**src/rtl/spi_master_multi.sv**
```systemverilog
// -----------------------------------------------------------------------------
// spi_master_multi
//   Parametrised SPI master with one shared SCLK/MOSI/MISO bus and one
//   active-low chip select per slave. Mode (CPOL/CPHA), bit order and target
//   slave are chosen per transfer and latched when start is accepted.
//
// Ports
//   clk, rst        system clock (rising edge), asynchronous active-low reset
//   start           one-cycle transfer request (ignored while busy or in the
//                   done cycle)
//   slave_sel       target slave index; out-of-range runs a bus cycle with no
//                   chip select and flags sel_err
//   tx_data         word to transmit
//   cpol/cpha       SPI mode for this transfer
//   lsb_first       bit order for both directions
//   busy            transfer in progress
//   done            one-cycle completion pulse; rx_data valid from this cycle
//   sel_err         pulses with done when slave_sel >= NUM_SLAVES
//   rx_data         last received word
//   sclk/mosi/miso  SPI bus
//   cs_n            active-low chip selects
//
// Sequence: IDLE -> SETUP (CLK_DIV) -> XFER (2*DATA_WIDTH half-periods of
// CLK_DIV) -> HOLD (CLK_DIV) -> DONE (1, cs_n released) -> IDLE. All outputs
// are registered; done/rx_data/sel_err are loaded on the edge leaving DONE,
// so the done pulse appears CLK_DIV*(2*DATA_WIDTH+2)+1 edges after the edge
// that sampled start.
// -----------------------------------------------------------------------------
module spi_master_multi #(
    parameter int DATA_WIDTH = 8,
    parameter int NUM_SLAVES = 2,
    parameter int CLK_DIV    = 2,
    parameter int SEL_W      = (NUM_SLAVES > 1) ? $clog2(NUM_SLAVES) : 1
) (
    input  logic                  clk,
    input  logic                  rst,
    input  logic                  start,
    input  logic [SEL_W-1:0]      slave_sel,
    input  logic [DATA_WIDTH-1:0] tx_data,
    input  logic                  cpol,
    input  logic                  cpha,
    input  logic                  lsb_first,
    output logic                  busy,
    output logic                  done,
    output logic                  sel_err,
    output logic [DATA_WIDTH-1:0] rx_data,
    output logic                  sclk,
    output logic                  mosi,
    input  logic                  miso,
    output logic [NUM_SLAVES-1:0] cs_n
);

    localparam int DIV_W = (CLK_DIV > 1) ? $clog2(CLK_DIV) : 1;
    localparam int TGL_W = $clog2(2 * DATA_WIDTH) + 1;
    localparam int BIT_W = $clog2(DATA_WIDTH);

    localparam logic [DIV_W-1:0] DIV_LAST = DIV_W'(CLK_DIV - 1);
    localparam logic [TGL_W-1:0] TGL_LAST = TGL_W'(2 * DATA_WIDTH - 1);

    typedef enum logic [2:0] {
        S_IDLE,
        S_SETUP,
        S_XFER,
        S_HOLD,
        S_DONE
    } state_t;

    state_t                  state_q, state_d;
    logic [DIV_W-1:0]        div_q, div_d;
    logic [TGL_W-1:0]        tgl_q, tgl_d;
    logic [DATA_WIDTH-1:0]   tx_q, tx_d;
    logic [SEL_W-1:0]        sel_q, sel_d;
    logic                    cpol_q, cpol_d;
    logic                    cpha_q, cpha_d;
    logic                    lsb_q, lsb_d;
    logic [DATA_WIDTH-1:0]   rx_sh_q, rx_sh_d;
    logic [DATA_WIDTH-1:0]   rx_data_q, rx_data_d;
    logic                    sclk_q, sclk_d;
    logic                    mosi_q, mosi_d;
    logic [NUM_SLAVES-1:0]   cs_n_q, cs_n_d;
    logic                    busy_q, busy_d;
    logic                    done_q, done_d;
    logic                    sel_err_q, sel_err_d;

    logic                    half_end;
    logic                    sel_oor;
    logic [BIT_W-1:0]        cur_bit;   // bit number of the current SCLK cycle
    logic [BIT_W-1:0]        nxt_bit;   // bit number presented after a trailing edge

    // Physical bit position of the n-th transmitted/received bit.
    function automatic logic [BIT_W-1:0] bit_idx(input logic [BIT_W-1:0] n,
                                                 input logic             lsb);
        return lsb ? n : (BIT_W'(DATA_WIDTH - 1) - n);
    endfunction

    assign half_end = (div_q == DIV_LAST);
    assign sel_oor  = (32'(sel_q) >= 32'(NUM_SLAVES));
    assign cur_bit  = BIT_W'(tgl_q >> 1);
    assign nxt_bit  = BIT_W'((tgl_q + TGL_W'(1)) >> 1);

    always_comb begin
        state_d   = state_q;
        div_d     = div_q;
        tgl_d     = tgl_q;
        tx_d      = tx_q;
        sel_d     = sel_q;
        cpol_d    = cpol_q;
        cpha_d    = cpha_q;
        lsb_d     = lsb_q;
        rx_sh_d   = rx_sh_q;
        rx_data_d = rx_data_q;
        sclk_d    = sclk_q;
        mosi_d    = mosi_q;
        done_d    = 1'b0;
        sel_err_d = 1'b0;

        case (state_q)
            S_IDLE: begin
                sclk_d = cpol;
                mosi_d = 1'b0;
                div_d  = '0;
                tgl_d  = '0;
                // done_q marks the done cycle: a start seen there is dropped.
                if (start && !done_q) begin
                    tx_d    = tx_data;
                    sel_d   = slave_sel;
                    cpol_d  = cpol;
                    cpha_d  = cpha;
                    lsb_d   = lsb_first;
                    rx_sh_d = '0;
                    state_d = S_SETUP;
                    if (!cpha) mosi_d = tx_data[bit_idx('0, lsb_first)];
                end
            end

            S_SETUP: begin
                div_d = div_q + DIV_W'(1);
                if (half_end) begin
                    div_d   = '0;
                    state_d = S_XFER;
                end
            end

            S_XFER: begin
                div_d = div_q + DIV_W'(1);
                if (half_end) begin
                    div_d  = '0;
                    sclk_d = ~sclk_q;
                    tgl_d  = tgl_q + TGL_W'(1);
                    if (!tgl_q[0]) begin
                        // leading edge
                        if (cpha_q) mosi_d = tx_q[bit_idx(cur_bit, lsb_q)];
                        else        rx_sh_d[bit_idx(cur_bit, lsb_q)] = miso;
                    end else begin
                        // trailing edge; the last one leaves mosi on the final bit
                        if (cpha_q)                 rx_sh_d[bit_idx(cur_bit, lsb_q)] = miso;
                        else if (tgl_q != TGL_LAST) mosi_d = tx_q[bit_idx(nxt_bit, lsb_q)];
                        if (tgl_q == TGL_LAST) begin
                            tgl_d   = '0;
                            state_d = S_HOLD;
                        end
                    end
                end
            end

            S_HOLD: begin
                div_d = div_q + DIV_W'(1);
                if (half_end) begin
                    div_d   = '0;
                    state_d = S_DONE;
                end
            end

            S_DONE: begin
                state_d   = S_IDLE;
                mosi_d    = 1'b0;
                sclk_d    = cpol_q;
                done_d    = 1'b1;
                sel_err_d = sel_oor;
                rx_data_d = rx_sh_q;
            end

            default: state_d = S_IDLE;
        endcase

        busy_d = (state_d != S_IDLE);

        // Chip select from the next state so cs_n falls with the start edge and
        // rises on entry to DONE. An out-of-range index matches no bit.
        cs_n_d = '1;
        if (state_d == S_SETUP || state_d == S_XFER || state_d == S_HOLD) begin
            for (int i = 0; i < NUM_SLAVES; i++) begin
                cs_n_d[i] = (32'(sel_d) != i);
            end
        end
    end

    always_ff @(posedge clk or negedge rst) begin
        if (!rst) begin
            state_q   <= S_IDLE;
            div_q     <= '0;
            tgl_q     <= '0;
            tx_q      <= '0;
            sel_q     <= '0;
            cpol_q    <= 1'b0;
            cpha_q    <= 1'b0;
            lsb_q     <= 1'b0;
            rx_sh_q   <= '0;
            rx_data_q <= '0;
            sclk_q    <= 1'b0;
            mosi_q    <= 1'b0;
            cs_n_q    <= '1;
            busy_q    <= 1'b0;
            done_q    <= 1'b0;
            sel_err_q <= 1'b0;
        end else begin
            state_q   <= state_d;
            div_q     <= div_d;
            tgl_q     <= tgl_d;
            tx_q      <= tx_d;
            sel_q     <= sel_d;
            cpol_q    <= cpol_d;
            cpha_q    <= cpha_d;
            lsb_q     <= lsb_d;
            rx_sh_q   <= rx_sh_d;
            rx_data_q <= rx_data_d;
            sclk_q    <= sclk_d;
            mosi_q    <= mosi_d;
            cs_n_q    <= cs_n_d;
            busy_q    <= busy_d;
            done_q    <= done_d;
            sel_err_q <= sel_err_d;
        end
    end

    assign busy    = busy_q;
    assign done    = done_q;
    assign sel_err = sel_err_q;
    assign rx_data = rx_data_q;
    assign sclk    = sclk_q;
    assign mosi    = mosi_q;
    assign cs_n    = cs_n_q;

endmodule
```
**config.mk**
```make
export PLATFORM = sky130hd
export DESIGN_NAME = spi_master_multi
export DESIGN_NICKNAME = d
export VERILOG_FILES = /design/src/rtl/spi_master_multi.sv
export SDC_FILE = /design/constraint.sdc
export NUM_CORES = 1
export LEC_CHECK = 0
export ABC_AREA = 0
export CAP_MARGIN = 30
export CORE_UTILIZATION = 30
export DETAILED_ROUTE_END_ITERATION = 8
export SLEW_MARGIN = 25
export SYNTH_ARGS = -nofsm -noshare
export SYNTH_HDL_FRONTEND = slang
export SYNTH_SLANG_ARGS = --single-unit
export TNS_END_PERCENT = 5
```
**constraint.sdc**
```tcl
create_clock -name clk -period 1.95 [get_ports clk]
set_input_delay 0.39 -clock clk [delete_from_list [all_inputs] [get_ports clk]]
set_output_delay 0.39 -clock clk [all_outputs]
set_load 0.05 [all_outputs]
```
==> flow_metrics.env, run 1 <==
export IMPL_power_frac_seq=0.314
export IMPL_swShare=0.4183
export IMPL_p_leak_uw=0.001337
export IMPL_cts_buffer_depth=2
export IMPL_drtAntennaViolNets=0
export IMPL_final_common_cell="dfrtp_1"
export IMPL_finalPower_uw=4765
export IMPL_synth_cells=220
export IMPL_critPathKind="reg -> reg"
export IMPL_worstPathArrival_ps=2120
export IMPL_critPathSlowestCell="dfrtp_2"
export IMPL_hold_path_class="in -> async"
export IMPL_ys_seq_area_frac=0.4615
export IMPL_period_share=0.9864
export IMPL_firstDrtPassIters=4
export IMPL_worstPathRequired_ps=2150
export IMPL_initial_core_util=0.3155
export IMPL_clkTransAtPathRegs_ps=90
export IMPL_synth_cell_types=54
export IMPL_dr_wl_met2_um=2660
export IMPL_synth_edf_count=0
export IMPL_fin_cells=380
export IMPL_setup_viol=0
export IMPL_ys_seq_elements=43
export IMPL_r2r_start="tgl_q[1]$_DFFE_PN0P_"
export IMPL_end_kind="flop"
export IMPL_cts_tree="built"
export IMPL_crit_fanout=6
export IMPL_period_minus_slack_ps=1923
export IMPL_crit_start="tgl_q[1]$_DFFE_PN0P_"
export IMPL_critical_path_buf_inv_count=1
export IMPL_clockRootBuffer="clkbuf_8"
export IMPL_nFillCells=727
export IMPL_grt_use_total=0.1455
export IMPL_vias=1892
export IMPL_layout_common_cells="dfrtp_1 (39), buf_4 (35), clkdlybuf4s50_1 (25)"
export IMPL_synth_top_cell_area_share=0.4390
export IMPL_cts_made_buffers=5
export IMPL_syn_nets=237
export IMPL_combPwrFrac=0.535
export IMPL_relSlewSlack=0.6363
export IMPL_clk_latency_ps=310
export IMPL_routabilityCongestion=0.8968
export IMPL_drt_vias_per_instance=4.979
export IMPL_grt_max_degree=44
export IMPL_skew_ps=9.406
export IMPL_critical_path_top_delay_family="flip-flops"
export IMPL_cts_sinks=43
export IMPL_die_area_sq_um=8148
export IMPL_synth_warnings=0
export IMPL_top_layer_used="met4"
export IMPL_synth_area_leaders="dfrtp_1 (44%), mux2_2 (9.6%), mux2i_1 (4.3%)"
export IMPL_wl_met3_um=202
export IMPL_synth_top_area_cell="dfrtp_1"
export IMPL_clock_fmax_mhz=519.9
export IMPL_die_h_um=90.27
export IMPL_drive_gt1_frac=0.3096
export IMPL_area_growth_pct=34.53
export IMPL_portBuffers=29
export IMPL_hold_buffers=0
export IMPL_drt_met1_wl_um=2598
export IMPL_ir_drop_mv=0.6592
export IMPL_clkPwrFrac=0.151
export IMPL_p_int_uw=2772
export IMPL_antenna_found_initial=0
export IMPL_first_global_vias=1918
export IMPL_final_nets=297
export IMPL_die_w_um=90.27
export IMPL_grt_pass1_wl_um=9453
export IMPL_num_rows=31
export IMPL_h_tree_depth=2
export IMPL_cp_start_kind="flop"
export IMPL_worst_pin_slew_ps=539.9
export IMPL_syn_area_sq_um=2337
export IMPL_switchingPower_uw=1994
export IMPL_dp_cells=368
export IMPL_synth_async_reset_ratio=1.000
export IMPL_synth_ff_type="dfrtp_1"
export IMPL_drc_errors=0
export IMPL_dpl_hpwl_um=4124
export IMPL_grt_ovfl_total=0
export IMPL_status="finished clean"
export IMPL_maxSlewViolCount=0
export IMPL_drtIter0Drc=76
export IMPL_drv_cap=0
export IMPL_worstPathCellList="ha_4 -> xnor2_4 -> buf_12 -> mux4_2 -> nor2_1 -> nor3b_1 -> o32a_1"
export IMPL_antenna_cells=0
export IMPL_final_hold_violation_count=0
export IMPL_p_per_area_nw_per_um2=1516
export IMPL_io_pins=31
export IMPL_critPathMaxStageDelay_ps=490
export IMPL_wirelength_um=5621
export IMPL_wl_per_cell_um=14.79
export IMPL_coreArea_sq_um=7408
export IMPL_avgSynthCellArea_sq_um=10.62
## registers in the layout (all words and copies together) (netlist names), 2 cells and up
signal / count
state_q: 3
cs_n: 2
tx_q: 8
tgl_q: 5
rx_sh_q: 8
rx_data: 8
## layout make-up
type	count	area [sq um]	area share
Tap cell	99	123.9	0.03940
Sequential cell	43	1081	0.3438
Inverter	12	45.04	0.01433
Clock inverter	3	43.79	0.01393
Timing Repair Buffer	65	589.3	0.1874
Clock buffer	5	68.82	0.02189
Multi-Input combinational cell	153	1192	0.3792
## power groups by stage
stage / registers (uW) / clock network (uW) / logic (uW)
2_1_floorplan: 1770 / 0 / 1320
3_3_place_gp: 1480 / 0 / 2390
3_5_place_dp: 1500 / 0 / 2440
4_1_cts: 1480 / 738 / 2470
5_1_grt: 1540 / 772 / 2760
6_report: 1500 / 718 / 2550
## worst reg2reg max path, stage by stage (launching register included)
cell,delay (ps)
dfrtp_2,490
ha_4,210
xnor2_4,190
buf_12,150
mux4_2,300
nor2_1,110
nor3b_1,50
o32a_1,320
## cell families after synthesis
| group | share of synthesized area |
|---|---|
| adder cells (fa/ha/maj) | 0.005352 |
| AND/OR/NAND/NOR | 0.1263 |
| other | 0.001604 |
| flip-flops | 0.4615 |
| multiplexers | 0.1745 |
| buffers and inverters | 0.04550 |
| AO/OA/AOI/OAI | 0.1510 |
| XOR/XNOR | 0.03426 |
## per-layer routing
| metal | vias to the layer above | track usage |
|---|---|---|
| met5 | - | 0 |
| met4 | 0 | 0.05645 |
| met3 | 17 | 0.02778 |
| met2 | 45 | 0.2366 |
| met1 | 916 | 0.1912 |
| li1 | 914 | - |
## final timing paths
check / end / depth (start not counted) / slack, ps
worst min register to register: rx_data[1]$_DFFE_PN0P_ / 1 / 510
worst max-delay path: mosi$_DFFE_PN0P_ / 7 / 30
min in group clk: rx_data[1]$_DFFE_PN0P_ / 1 / 510
worst min-delay path: tx_q[2]$_DFFE_PN0P_ / 2 / 40
worst max register to register: mosi$_DFFE_PN0P_ / 7 / 30
max in group asynchronous: cs_n[0]$_DFF_PN1_ / 2 / 1620
## through the flow
step | TNS (ps) | hold slack [ps] | util | worst slack (ps) | area (sq um)
finish | 0 | 35.66 | 0.4244 | 26.51 | 3144
global route | -22.66 | 58.73 | 0.4244 | -22.66 | 3144
CTS | 0 | 58.95 | 0.4155 | 6.327 | 3078
detailed placement | -64.12 | 389.0 | 0.3984 | -34.27 | 2952
global placement | -20.38 | 389.5 | 0.3984 | -20.38 | 2952
floorplan | 0 | 94.41 | - | 26.73 | 2346
## Yosys cell counts, drive strengths merged (2+ instances only)
cell and instances:
a211oi 2, a21oi 13, a22oi 2, a31oi 3, and3 2, buf 9, clkbuf 3, dfrtp 41
dfstp 2, inv 12, mux2 21, mux2i 10, mux4 3, nand2 14, nand3 3, nor2 15
nor2b 3, nor3 4, nor3b 2, nor4 2, o21ai 15, o22ai 4, o31ai 6, or3 2
xnor2 5, xor2 2
## what timing repair did
action,CTS,global route
endpoints found under the setup margin,1,1
resized for setup,3,8
pin swaps,1,7
buffers inserted,0,4
No activity file was read; power rests on OpenSTA's default activity.
==> inputs of run 2 (changes only) <==
DONT_BUFFER_PORTS = 1   (was default)
==> flow_metrics.env, run 2 (synthesized netlist as in run 1, its figures left out) <==
export IMPL_status="finished clean"
export IMPL_clkPwrFrac=0.131
export IMPL_area_growth_pct=17.40
export IMPL_critical_path_top_delay_family="flip-flops"
export IMPL_final_common_cell="dfrtp_1"
export IMPL_end_kind="flop"
export IMPL_critPathSlowestCell="dfrtp_2"
export IMPL_critPathKind="reg -> reg"
export IMPL_dpl_hpwl_um=3859
export IMPL_period_minus_slack_ps=1856
export IMPL_die_w_um=90.27
export IMPL_die_h_um=90.27
export IMPL_crit_fanout=6
export IMPL_clk_latency_ps=300
export IMPL_fin_area_sq_um=2744
export IMPL_final_nets=260
export IMPL_drv_cap=0
export IMPL_io_pins=31
export IMPL_worstPathCellList="ha_4 -> xnor2_4 -> mux4_2 -> nor2_2 -> a211oi_2 -> o32a_1"
export IMPL_p_leak_uw=0.001154
export IMPL_num_rows=31
export IMPL_p_int_uw=2365
export IMPL_fin_setup_tns_ps=0
export IMPL_grt_use_total=0.1355
export IMPL_worstPathArrival_ps=2040
export IMPL_clock_fmax_mhz=538.7
export IMPL_drive_gt1_frac=0.2869
export IMPL_p_per_area_nw_per_um2=1543
export IMPL_switchingPower_uw=1869
export IMPL_hold_path_class="in -> reg"
export IMPL_grt_ovfl_total=0
export IMPL_drt_vias_per_instance=5.178
export IMPL_final_hold_violation_count=0
export IMPL_worstRegToRegCells=6
export IMPL_portBuffers=0
export IMPL_drc_errors=0
export IMPL_cts_buffer_depth=2
export IMPL_worst_pin_slew_ps=579.9
export IMPL_critical_path_buf_inv_count=0
export IMPL_drtIter0Drc=90
export IMPL_critPathMaxStageDelay_ps=450
export IMPL_ir_drop_mv=0.5727
export IMPL_coreArea_sq_um=7408
export IMPL_cts_tree="built"
export IMPL_clkTransAtPathRegs_ps=80
export IMPL_drtAntennaViolNets=0
export IMPL_wirelength_um=5223
export IMPL_finalPower_uw=4234
export IMPL_layout_common_cells="dfrtp_1 (38), buf_4 (26), mux2_2 (20)"
export IMPL_holdPathStages=2
export IMPL_setup_viol=0
export IMPL_skew_ps=8.180
export IMPL_cts_sinks=43
export IMPL_antenna_found_initial=0
export IMPL_routabilityCongestion=0.9355
export IMPL_wl_per_cell_um=15.23
export IMPL_grt_max_degree=44
export IMPL_placed_area_sq_um=2589
export IMPL_cp_start_kind="flop"
export IMPL_power_frac_seq=0.442
export IMPL_rsz0062_at_grt="no"
export IMPL_grt_pass1_wl_um=8694
export IMPL_antenna_cells=0
export IMPL_firstDrtPassIters=4
export IMPL_cts_made_buffers=5
export IMPL_die_area_sq_um=8148
export IMPL_relSlewSlack=0.6093
export IMPL_combPwrFrac=0.428
export IMPL_maxSlewViolCount=0
export IMPL_path_depth=6
export IMPL_clockRootBuffer="clkbuf_8"
export IMPL_initial_core_util=0.3155
export IMPL_swShare=0.4415
export IMPL_period_share=0.9520
export IMPL_worstPathRequired_ps=2140
export IMPL_h_tree_depth=2
export IMPL_first_global_vias=1772
export IMPL_vias=1776
export IMPL_nFillCells=720
run 2: changes by cell type in the layout (fill, tap and decap cells not counted), moves of 2 or more:
| cell | delta |
|---|---|
| clkbuf_1 | +2 |
| buf_12 | -3 |
| buf_4 | -9 |
| clkdlybuf4s50_1 | -25 |
run 2: worst register-to-register path, cell delays in order, from the launching register on:
cell and delay, ps:
dfrtp_2 450, ha_4 190, xnor2_4 240, mux4_2 360, nor2_2 120, a211oi_2 50, o32a_1 340
run 2: area by class of cell:
type	instances	area (sq um)	share of cell area
multi-input cells	153	1179	0.4295
clock buffers	7	76.32	0.02782
well taps	99	123.9	0.04514
repair buffers	28	232.7	0.08482
inverters	12	45.04	0.01642
flip-flops and latches	43	1082	0.3944
clock inverters	1	5.005	0.001824
run 2: worst paths after layout:
| kind | start | to | slack, ps |
|---|---|---|---|
| setup / recovery | tgl_q[1]$_DFFE_PN0P_ | mosi$_DFFE_PN0P_ | 90 |
| hold / removal | lsb_first | lsb_q$_DFFE_PN0P_ | 210 |
| setup reg to reg | tgl_q[1]$_DFFE_PN0P_ | mosi$_DFFE_PN0P_ | 90 |
| hold reg to reg | cpol_q$_DFFE_PN0P_ | cpol_q$_DFFE_PN0P_ | 510 |
| max in group asynchronous | rst | cs_n[0]$_DFF_PN1_ | 1100 |
| min in group asynchronous | rst | tx_q[3]$_DFFE_PN0P_ | 590 |
run 2: power groups by stage:
| stage | sequential (uW) | clock, uW | combinational [uW] |
|---|---|---|---|
| after floorplan | 1770 | 0 | 1320 |
| after global placement | 1860 | 0 | 1720 |
| after detailed placement | 1870 | 0 | 1740 |
| after CTS | 1860 | 576 | 1790 |
| after global routing | 1910 | 620 | 1990 |
| final | 1870 | 553 | 1810 |
run 2: stage by stage:
stage / hold WS, ps / utilization / cells / setup slack, ps
global route: 205.0 / 0.3704 / 343 / 8.369
CTS: 199.7 / 0.3684 / 342 / 23.97
detailed placement: 96.41 / 0.3494 / 331 / -8.862
finish: 207.0 / 0.3704 / 343 / 93.64
global placement: 96.16 / 0.3494 / 331 / 39.84
floorplan: 94.41 / - / 220 / 26.73
run 2: repair_timing:
item,4_1_cts,5_1_grt
hold buffers,2,0
resized for setup,3,5
buffers inserted,1,1
hold endpoints to repair,43,0
pin swaps,1,4
setup endpoints to repair,1,1
run 2: per-layer routing:
metal / routed length, um / part of all wire / GRT usage / vias up
met3: 322 / 0.062 / 0.05051 / 8
met2: 2545 / 0.49 / 0.2214 / 47
met1: 2289 / 0.44 / 0.1670 / 885
met4: 65 / 0.012 / 0.03898 / 0
met5: 0 / 0 / 0 / -
li1: - / - / - / 836
